<file path="src/rtl/mem_req_adapter.sv">
// ---------------------------------------------------------------------------
// mem_req_adapter
//   Memory-side stage behind the frame controller. It converts the
//   req/rd_wr/tem_win/row/col/wr_index/write_data request stream into
//   word-addressed Avalon-style read/write transactions. Read data comes back
//   with a one-cycle read_valid pulse, and a write completion gives a
//   one-cycle wr_done pulse. The block counts frames via set_done. It aborts a
//   read that never returns data after TIMEOUT cycles.
//
// Ports
//   clk, rst_n          clock, synchronous active-low reset
//   req, rd_wr          request strobe, 0 = read / 1 = write
//   tem_win             read region select, 0 = template / 1 = window
//   row, col            image coordinates for reads
//   wr_index            result word 0..2 within a set (3 is illegal)
//   write_data          write payload
//   set_count           set index used for result addressing
//   set_done            end-of-frame pulse, increments frame_count
//   busy                high while a transaction is in flight
//   read_data/read_valid returned word and its one-cycle valid pulse
//   wr_done             one-cycle write-complete pulse
//   err                 sticky error (illegal wr_index or read timeout)
//   frame_count         completed frames, wraps
//   mem_*               Avalon-style memory master port
//
// Optional feature
//   `define MEM_REQ_PINGPONG_EN selects the result bank from frame_count[0],
//   adding RESULT_BANK_OFFSET on odd frames. Without the macro, results always
//   go to RESULT_BASE.
// ---------------------------------------------------------------------------
module mem_req_adapter #(
    parameter int                 ADDR_W             = 24,
    parameter int                 ROW_STRIDE         = 128,
    parameter logic [ADDR_W-1:0]  TEMPLATE_BASE      = 24'h000000,
    parameter logic [ADDR_W-1:0]  WINDOW_BASE        = 24'h004000,
    parameter logic [ADDR_W-1:0]  RESULT_BASE        = 24'h008000,
    parameter logic [ADDR_W-1:0]  RESULT_BANK_OFFSET = 24'h001000,
    parameter int                 TIMEOUT            = 255
) (
    input  logic              clk,
    input  logic              rst_n,
    input  logic              req,
    input  logic              rd_wr,
    input  logic              tem_win,
    input  logic [6:0]        row,
    input  logic [6:0]        col,
    input  logic [1:0]        wr_index,
    input  logic [31:0]       write_data,
    input  logic [7:0]        set_count,
    input  logic              set_done,
    output logic              busy,
    output logic [31:0]       read_data,
    output logic              read_valid,
    output logic              wr_done,
    output logic              err,
    output logic [7:0]        frame_count,
    output logic [ADDR_W-1:0] mem_addr,
    output logic              mem_rd,
    output logic              mem_wr,
    output logic [31:0]       mem_wdata,
    input  logic [31:0]       mem_rdata,
    input  logic              mem_rvalid,
    input  logic              mem_waitrequest
);

    typedef enum logic [1:0] {
        IDLE     = 2'd0,
        RD_ISSUE = 2'd1,
        RD_WAIT  = 2'd2,
        WR_ISSUE = 2'd3
    } state_t;

    // The abort fires on the cycle the counter would reach TIMEOUT.
    localparam logic [7:0] TMO_LAST = 8'(TIMEOUT - 1);

    state_t            state_r;
    state_t            state_next_s;
    logic [7:0]        tmo_cnt_r;
    logic [7:0]        tmo_cnt_s;

    logic              rd_accept_s;
    logic              wr_accept_s;
    logic              wr_bad_s;
    logic              rsp_ok_s;
    logic              tmo_abort_s;
    logic              bank_sel_s;
    logic [ADDR_W-1:0] rd_addr_s;
    logic [ADDR_W-1:0] wr_addr_s;

    logic              busy_s;
    logic [31:0]       read_data_s;
    logic              read_valid_s;
    logic              wr_done_s;
    logic              err_s;
    logic [7:0]        frame_count_s;
    logic [ADDR_W-1:0] mem_addr_s;
    logic              mem_rd_s;
    logic              mem_wr_s;
    logic [31:0]       mem_wdata_s;

`ifdef MEM_REQ_PINGPONG_EN
    // The current (pre-increment) frame parity selects the result bank.
    assign bank_sel_s = frame_count[0];
`else
    assign bank_sel_s = 1'b0;
`endif

    // Decode request acceptance, response completion and address arithmetic.
    always_comb begin
        rd_accept_s = (state_r == IDLE) && req && !rd_wr;
        wr_accept_s = (state_r == IDLE) && req && rd_wr && (wr_index != 2'd3);
        wr_bad_s    = (state_r == IDLE) && req && rd_wr && (wr_index == 2'd3);
        // A zero-wait accept can see rvalid in the same cycle.
        rsp_ok_s    = ((state_r == RD_ISSUE) && !mem_waitrequest && mem_rvalid) ||
                      ((state_r == RD_WAIT) && mem_rvalid);
        tmo_abort_s = (state_r == RD_WAIT) && !mem_rvalid && (tmo_cnt_r == TMO_LAST);
        rd_addr_s   = (tem_win ? WINDOW_BASE : TEMPLATE_BASE)
                      + ADDR_W'(row) * ADDR_W'(ROW_STRIDE) + ADDR_W'(col);
        wr_addr_s   = RESULT_BASE + (bank_sel_s ? RESULT_BANK_OFFSET : {ADDR_W{1'b0}})
                      + ADDR_W'(set_count) * ADDR_W'(3) + ADDR_W'(wr_index);
    end

    // State register and read-timeout counter.
    always_ff @(posedge clk) begin
        if (!rst_n) begin
            state_r   <= IDLE;
            tmo_cnt_r <= 8'd0;
        end else begin
            state_r   <= state_next_s;
            tmo_cnt_r <= tmo_cnt_s;
        end
    end

    // Next-state logic.
    always_comb begin
        state_next_s = state_r;
        case (state_r)
            IDLE: begin
                if (rd_accept_s) begin
                    state_next_s = RD_ISSUE;
                end else if (wr_accept_s) begin
                    state_next_s = WR_ISSUE;
                end else begin
                    state_next_s = IDLE;
                end
            end
            RD_ISSUE: begin
                if (mem_waitrequest) begin
                    state_next_s = RD_ISSUE;
                end else if (mem_rvalid) begin
                    state_next_s = IDLE;
                end else begin
                    state_next_s = RD_WAIT;
                end
            end
            RD_WAIT: begin
                if (rsp_ok_s || tmo_abort_s) begin
                    state_next_s = IDLE;
                end else begin
                    state_next_s = RD_WAIT;
                end
            end
            WR_ISSUE: begin
                if (mem_waitrequest) begin
                    state_next_s = WR_ISSUE;
                end else begin
                    state_next_s = IDLE;
                end
            end
            default: state_next_s = IDLE;
        endcase
    end

    // Output logic: next values for every registered output.
    always_comb begin
        busy_s        = (state_next_s != IDLE);
        mem_rd_s      = (state_next_s == RD_ISSUE);
        mem_wr_s      = (state_next_s == WR_ISSUE);
        read_valid_s  = rsp_ok_s || tmo_abort_s;
        wr_done_s     = ((state_r == WR_ISSUE) && !mem_waitrequest) || wr_bad_s;
        err_s         = err || tmo_abort_s || wr_bad_s;
        frame_count_s = frame_count + {7'd0, set_done};
        // The counter only advances on empty RD_WAIT cycles and restarts on exit.
        if ((state_r == RD_WAIT) && !mem_rvalid && !tmo_abort_s) begin
            tmo_cnt_s = tmo_cnt_r + 8'd1;
        end else begin
            tmo_cnt_s = 8'd0;
        end
        if (rsp_ok_s) begin
            read_data_s = mem_rdata;
        end else if (tmo_abort_s) begin
            read_data_s = 32'hDEADBEEF;
        end else begin
            read_data_s = read_data;
        end
        if (rd_accept_s) begin
            mem_addr_s  = rd_addr_s;
            mem_wdata_s = mem_wdata;
        end else if (wr_accept_s) begin
            mem_addr_s  = wr_addr_s;
            mem_wdata_s = write_data;
        end else begin
            mem_addr_s  = mem_addr;
            mem_wdata_s = mem_wdata;
        end
    end

    // Output registers.
    always_ff @(posedge clk) begin
        if (!rst_n) begin
            busy        <= 1'b0;
            read_data   <= 32'd0;
            read_valid  <= 1'b0;
            wr_done     <= 1'b0;
            err         <= 1'b0;
            frame_count <= 8'd0;
            mem_addr    <= {ADDR_W{1'b0}};
            mem_rd      <= 1'b0;
            mem_wr      <= 1'b0;
            mem_wdata   <= 32'd0;
        end else begin
            busy        <= busy_s;
            read_data   <= read_data_s;
            read_valid  <= read_valid_s;
            wr_done     <= wr_done_s;
            err         <= err_s;
            frame_count <= frame_count_s;
            mem_addr    <= mem_addr_s;
            mem_rd      <= mem_rd_s;
            mem_wr      <= mem_wr_s;
            mem_wdata   <= mem_wdata_s;
        end
    end

endmodule

</file>
<file path="config.mk">
export PLATFORM = sky130hd
export DESIGN_NAME = mem_req_adapter
export DESIGN_NICKNAME = d
export VERILOG_FILES = /design/src/rtl/mem_req_adapter.sv
export SDC_FILE = /design/constraint.sdc
export NUM_CORES = 1
export LEC_CHECK = 0
export CAP_MARGIN = 20
export CELL_PAD_IN_SITES_DETAIL_PLACEMENT = 0
export CELL_PAD_IN_SITES_GLOBAL_PLACEMENT = 1
export CORE_MARGIN = 2
export CORE_UTILIZATION = 33
export CTS_BUF_LIST = sky130_fd_sc_hd__clkbuf_8
export CTS_CLUSTER_DIAMETER = 100
export DETAILED_ROUTE_END_ITERATION = 12
export PLACE_DENSITY = 0.86
export SETUP_SLACK_MARGIN = 0.05
export SKIP_CTS_REPAIR_TIMING = 1
export SYNTH_ARGS = -nofsm -noshare
export SYNTH_HDL_FRONTEND = slang
export SYNTH_SLANG_ARGS = --single-unit
</file>
<file path="constraint.sdc">
create_clock -name clk -period 6.32 [get_ports clk]
set_clock_uncertainty 0.05 [all_clocks]
set_input_delay 1.264 -clock clk [delete_from_list [all_inputs] [get_ports clk]]
set_output_delay 1.264 -clock clk [all_outputs]
set_load 0.02 [all_outputs]
</file>
==> summary.md, run 1 <==
| Metric | Value |
|---|---|
| Outcome | `completed` |
| ANT cells | `0` |
| Synth-to-layout area growth | `50.0%` |
| Crit path kind | `in -> reg` |
| RSZ-0062 raised after global routing | `no` |
| Width of the chip | `118 um` |
| Critical path fanouts, max | `4` |
| Remaining global-route overflow | `0` |
| Leading area contributor after synthesis | `dfxtp_1` |
| Setup WS post-layout | `2570 ps` |
| Final setup fails | `0` |
| Min-delay src | `mem_wdata[5]$_SDFFE_PN0P_` |
| Post-route insts no fill | `808` |
| Pwr/cell area | `223 mW/mm^2` |
| Yosys top cell area share | `48.5%` |
| Crit path required time | `6500 ps` |
| Avg Inst Size Synth | `9.37 sq um` |
| Total GRT Usage | `17.2%` |
| Hold Crit Depth | `2` |
| Final std cell area, no fill | `0.00644 sq mm` |
| Initial antenna violation count | `0` |
| Final nets | `roughly 750` |
| Setup TNS | `0 ps` |
| Post-Place Setup Slack | `roughly 2200 ps` |
| Drt initial violations | `175` |
| Die Span Y | `118 um` |
| Post-synth top cells | `104 x dfxtp_1, 94 x nand2_1, 45 x a21oi_1, 26 x nor2_1, 20 x ha_1` |
| I/O pin count | `198` |
| Vias | `3,892` |
| Achievable Freq | `0.267 GHz` |
| Core Area | `0.0127 sq mm` |
| R2R Path End | `mem_addr[6]$_SDFFE_PN0P_` |
| DRC viols | `0` |
| CTS H-tree depth | `3` |
| RePlAce Congestion | `0.746` |
| Count leader, synth | `dfxtp_1` |
| CP Capture Type | `flip-flop` |
| Sink Count | `104` |
| Sequential fraction of the synthesis area | `48.5%` |
| Post-synth ARST share | `0%` |
| Initial Utilization | `between 30 and 40%` |
| Crit path max-delay family | `adder cells` |
| Cell Chain, Critical Path | `clkdlybuf4s50_1 > inv_1 > fa_1 > inv_1 > ha_1 > fa_1 > a21o_1 > o21ba_2 > o22a_1 > nand4b_1 > o221ai_1` |
| Crit path buf inv count | `3` |
| Detail Route Antenna Nets | `0` |
| P_leak | `between 0.002 and 0.0025 uW` |
| Worst rel slew slack | `35.0%` |
| Final Cycle Share | `59.3%` |
| Clk Latency, worst-skew pair | `380 ps` |
| Largest net degree at the start of global routing | `58` |
| Unique masters post-synth | `55` |
| Post-Synthesis Cell Area | `0.00429 sq mm` |
| WL/cell | `14.8 um` |
| Vias in the first global route | `3,882` |
| CTS clk-pin slew, worst paths | `around 100 ps` |
| # fillers | `about 1,200` |
| Number of port buffers | `189` |
| Final Hold Viols | `0` |
| Max stage delay on crit path | `530 ps` |
| Number of CTS-inserted buffers | `9` |
| Fraction of layout cells with a size suffix above 1 | `under 10%` |
| Worst-case clock buffer depth | `2` |
| Placed cell count | `792` |
| CTS tree | `built` |
| First-pass GRT wire length | `19,300 um` |
| DIE AREA | `0.0139 sq mm` |
| WHS | `410 ps` |
| Footprint of the multi-input gates | `0.00200 sq mm` |
| Root Driver | `clkbuf_8` |
| Worst path slowest cell | `clkdlybuf4s50_1` |
| Synth area leaders | `dfxtp_1 48%, nand2_1 8.2%, ha_1 5.8%` |
| TritonRoute pass-1 iters | `4` |
| Site Rows | `41` |
| Hold Path End | `mem_wdata[5]$_SDFFE_PN0P_` |
| Max_cap viols | `0` |
| Min cycle time layout | `about 3700 ps` |
| Worst EP arrival | `between 3000 and 4000 ps` |
| Final HPWL DP | `8480 um` |
| Vias/cell | `4.82` |
| Fin. max-slew vios | `0` |
| Max VDD drop | `135 uV` |
| Path depth of the worst reg2reg path | `5` |
| Reg2Reg Setup Slack | `4010 ps` |
| Seq cells post-synth | `around 100` |
| YS warnings | `0` |
| Crit start category | `input pin` |
| Top FF cell, synth | `dfxtp_1` |
| Worst-Margin Slew | `~1000 ps` |
| Routed WL | `12,000 um` |
| Placed Area | `0.00624 sq mm` |
| Number of flops mapped to enable cells by yosys | `0` |
| Register area | `about 0.0021 sq mm` |
| Worst R2R Start | `state_r[0]$_SDFF_PN0_` |
| Worst min path class | `reg -> reg` |
| Post-Synthesis Cells | `458` |
kinds of logic (layout without fill, tap and decap cells):
| kind of cell | count (synthesis) | in the layout | synth area share [%] |
|---|---|---|---|
| simple gates | 161 | 161 | 17.2 |
| fa+ha+maj | 22 | 22 | 6.76 |
| compound gates | 108 | 108 | 18.7 |
| other cells | 1 | 8 | 0.0874 |
| flops | 104 | 104 | 48.5 |
| buf+inv | 47 | 218 | 5.63 |
| xor+xnor | 15 | 15 | 3.06 |
area by class of cell:
type / count / share of cell area, %
Inverter: 10 / 0.583
Tap cell: 172 / 3.34
Sequential cell: 104 / 32.3
Timing Repair Buffer: 192 / 29.7
Clock buffer: 9 / 1.92
Multi-Input combinational cell: 314 / 31.0
Clock inverter: 7 / 1.11
routing by layer:
layer  vias to the layer above  share of wire (%)  GRT usage [%]
li1                       1925                  -              -
met1                      1839                 42           19.5
met2                       116                 49           29.5
met3                        12                7.5           7.12
met4                         0                1.3           5.05
met5                         -                  0              0
worst max-delay path by stage:
stage                               end  cells after the start         from  slack (ps)
5_1_grt        mem_addr[7]$_SDFFE_PN0P_                     11  wr_index[1]        2460
6_report       mem_addr[7]$_SDFFE_PN0P_                     11  wr_index[1]        2570
2_1_floorplan  mem_addr[7]$_SDFFE_PN0P_                     10  wr_index[1]        2920
3_3_place_gp   mem_addr[7]$_SDFFE_PN0P_                     11  wr_index[1]        2240
3_5_place_dp   mem_addr[7]$_SDFFE_PN0P_                     11  wr_index[1]        2160
4_1_cts        mem_addr[7]$_SDFFE_PN0P_                     11  wr_index[1]        2590
where the power goes:
| group | total, uW | switching (uW) | internal (uW) | leakage, uW |
|---|---|---|---|---|
| clock | 419 | 235 | 184 | 0.0000974 |
| sequential | 708 | 18.8 | 689 | 0.000846 |
| combinational | 306 | 149 | 157 | 0.00145 |
per-stage QoR:
step / total power, uW / util [%]
finish: 1430 / 50.8
global placement: 1030 / 49.3
CTS: 1460 / 50.8
floorplan: 883 / -
detailed placement: 1030 / 49.3
global route: 1510 / 50.8
worst min-delay path: cells and delay by family (launching register included):
kind / cells / cell delay [ps]
AO/OA/AOI/OAI: 1 / 50
flip-flops: 1 / 320
AND/OR/NAND/NOR: 1 / 50
cell usage in the layout, fill, tap and decap left out, types with 8 or more instances in the layout:
cell | Yosys | layout
clkdlybuf4s50_1 | 0 | 189
dfxtp_1 | 104 | 104
nand2_1 | 94 | 94
a21oi_1 | 45 | 45
nor2_1 | 26 | 26
ha_1 | 20 | 20
o221a_1 | 17 | 17
a22oi_1 | 11 | 11
inv_1 | 10 | 10
nand3_1 | 10 | 10
xor2_1 | 9 | 9
clkbuf_8 | 0 | 9
o22ai_1 | 8 | 8
conb_1 | 1 | 8
state kept, by name, summed over array words and instances (netlist names):
| register | cells |
|---|---|
| mem_wdata | 32 |
| read_data | 32 |
| mem_addr | 16 |
| frame_count | 8 |
| tmo_cnt_r | 8 |
| state_r | 2 |
| busy | 1 |
| err | 1 |
| mem_rd | 1 |
| mem_wr | 1 |
| read_valid | 1 |
| wr_done | 1 |
Power figures use the tool's default switching activity.
==> run 2, diff against run 1 <==
--- a/config.mk
+++ b/config.mk
@@ -9,11 +9,11 @@
 export CELL_PAD_IN_SITES_DETAIL_PLACEMENT = 0
 export CELL_PAD_IN_SITES_GLOBAL_PLACEMENT = 1
 export CORE_MARGIN = 2
-export CORE_UTILIZATION = 33
+export CORE_UTILIZATION = 28
 export CTS_BUF_LIST = sky130_fd_sc_hd__clkbuf_8
 export CTS_CLUSTER_DIAMETER = 100
 export DETAILED_ROUTE_END_ITERATION = 12
-export PLACE_DENSITY = 0.86
+export PLACE_DENSITY = 0.78
 export SETUP_SLACK_MARGIN = 0.05
 export SKIP_CTS_REPAIR_TIMING = 1
 export SYNTH_ARGS = -nofsm -noshare
==> constraint.sdc (replaced) <==
create_clock -name clk -period 3.2 [get_ports clk]
set_clock_uncertainty 0.05 [all_clocks]
set_input_delay 0.64 -clock clk [delete_from_list [all_inputs] [get_ports clk]]
set_output_delay 0.64 -clock clk [all_outputs]
set_load 0.02 [all_outputs]
==> summary.md, run 2 (synthesized netlist as in run 1, its figures left out) <==
| Metric | Value |
|---|---|
| RSZ-0062 raised after global routing | `no` |
| Final Cycle Share | `between 90% and 100%` |
| Remaining global-route overflow | `0` |
| Pwr/cell area | `431 mW/mm^2` |
| Worst-case clock buffer depth | `2` |
| Footprint of the multi-input gates | `between 0.0015 and 0.002 sq mm` |
| Core Area | `between 0.015 and 0.02 sq mm` |
| Final setup fails | `0` |
| Largest registers | `mem_wdata x32, read_data x32, mem_addr x16` |
| CTS H-tree depth | `3` |
| Worst EP arrival | `3170 ps` |
| Width of the chip | `about 130 um` |
| Max_cap viols | `0` |
| Final Hold Viols | `0` |
| Initial antenna violation count | `0` |
| Vias/cell | `4.69` |
| Fraction of layout cells with a size suffix above 1 | `7.14%` |
| Total GRT Usage | `15.2%` |
| CTS clk-pin slew, worst paths | `approximately 100 ps` |
| CP Capture Type | `flip-flop` |
| Vias in the first global route | `between 3,000 and 4,000` |
| Final HPWL DP | `8970 um` |
| Root Driver | `clkbuf_8` |
| Routed WL | `12,400 um` |
| DIE AREA | `0.0163 sq mm` |
| Commonest non-fill, non-tap cell in the layout | `clkdlybuf4s50_1` |
| I/O pin count | `198` |
| Number of CTS-inserted buffers | `9` |
| First-pass GRT wire length | `19,700 um` |
| Worst-Margin Slew | `~960 ps` |
| Register area | `0.00208 sq mm` |
| RePlAce Congestion | `about 0.74` |
| Achievable Freq | `0.336 GHz` |
| Min cycle time layout | `2980 ps` |
| WL/cell | `14.9 um` |
| Die Span Y | `128 um` |
| Sink Count | `104` |
| Crit path kind | `in -> reg` |
| Crit path buf inv count | `3` |
| Worst path slowest cell | `fa_1` |
| Final nets | `757` |
| Site Rows | `45` |
| Fin. max-slew vios | `0` |
| Setup WS post-layout | `225 ps` |
| Synth-to-layout area growth | `51.4%` |
| CP dominant cell by count | `inv_1` |
| Clk Latency, worst-skew pair | `380 ps` |
| Max VDD drop | `173 uV` |
| CTS tree | `built` |
| Vias | `a little under 4,000` |
| Cell Chain, Critical Path | `clkdlybuf4s50_1 > inv_1 > fa_1 > inv_1 > ha_1 > fa_2 > a21o_1 > o21ba_2 > o22a_1 > nand4b_1 > o221ai_1` |
| Number of port buffers | `roughly 190` |
| Outcome | `completed` |
| Post-Place Setup Slack | `-231 ps` |
| ANT cells | `0` |
| P_leak | `0.00243 uW` |
| Max stage delay on crit path | `530 ps` |
| Crit start category | `input pin` |
| TritonRoute pass-1 iters | `4` |
| Initial Utilization | `28.4%` |
| Placed Area | `0.00632 sq mm` |
| Drt initial violations | `~170` |
| Largest net degree at the start of global routing | `52` |
| Detail Route Antenna Nets | `0` |
| Crit path max-delay family | `adder cells` |
| Critical path fanouts, max | `3` |
| DRC viols | `0` |
| Final std cell area, no fill | `0.00650 sq mm` |
| Worst min path class | `reg -> reg` |
| # fillers | `1,492` |
| Most frequent cells in the layout | `188 x clkdlybuf4s50_1, 104 x dfxtp_1, 94 x nand2_1, 45 x a21oi_1, 26 x nor2_1` |
| Crit path required time | `3390 ps` |
| Worst rel slew slack | `36.1%` |
| Core Util, Final | `between 40% and 50%` |
==> run 2: cell count changes in the layout (fill, tap and decap cells not counted) <==
cell	delta
buf_4	+8
buf_2	+1
bufinv_16	-1
clkdlybuf4s50_1	-1
clkinv_4	+1
clkinvlp_4	-1
fa_1	-1
fa_2	+1
inv_8	+1
==> run 2: cell type report <==
class	count	area share [%]
sequential	104	32.0
multi-input combinational	314	30.7
tap	188	3.62
timing repair buffer	200	30.3
inverter	10	0.577
clock inverter	7	0.828
clock buffer	9	1.91
==> run 2: through the flow <==
step	total power [uW]	cells	hold slack, ps	setup TNS (ps)
finish	2800	832	407	0
global route	2960	832	429	0
CTS	2840	832	411	0
detailed placement	2050	816	397	-589
global placement	2040	816	393	-444
floorplan	1740	465	403	0
==> run 2: path summary, 6_finish.rpt <==
| path | start | end | slack [ps] | cells after the start |
|---|---|---|---|---|
| setup / recovery | wr_index[1] | mem_addr[7]$_SDFFE_PN0P_ | 220 | 11 |
| hold / removal | mem_wdata[21]$_SDFFE_PN0P_ | mem_wdata[21]$_SDFFE_PN0P_ | 410 | 2 |
| setup reg to reg | state_r[0]$_SDFF_PN0_ | read_data[18]$_SDFFE_PN0P_ | 910 | 5 |
| hold reg to reg | mem_wdata[21]$_SDFFE_PN0P_ | mem_wdata[21]$_SDFFE_PN0P_ | 410 | 2 |
==> run 2: routing by layer <==
metal | global-route usage [%] | vias up | part of all wire, %
li1 | - | 1939 | -
met1 | 18.6 | 1826 | 44
met2 | 25.0 | 118 | 47
met3 | 5.47 | 17 | 7.3
met4 | 4.91 | 0 | 1.8
met5 | 0 | - | 0
==> run 2: power breakdown <==
part	leakage [uW]	internal [uW]	total, uW	switching [uW]
clock network	0.0000933	292	780	489
logic	0.00149	320	618	299
registers	0.000846	1360	1400	38.4
total	0.00243	1970	2800	826
==> run 2: worst reg2reg max path: cells and delay by family (launching register included) <==
kind / cells / cell delay (ps)
buffers and inverters: 1 / 280
AO/OA/AOI/OAI: 3 / 1160
flip-flops: 1 / 460
AND/OR/NAND/NOR: 1 / 250
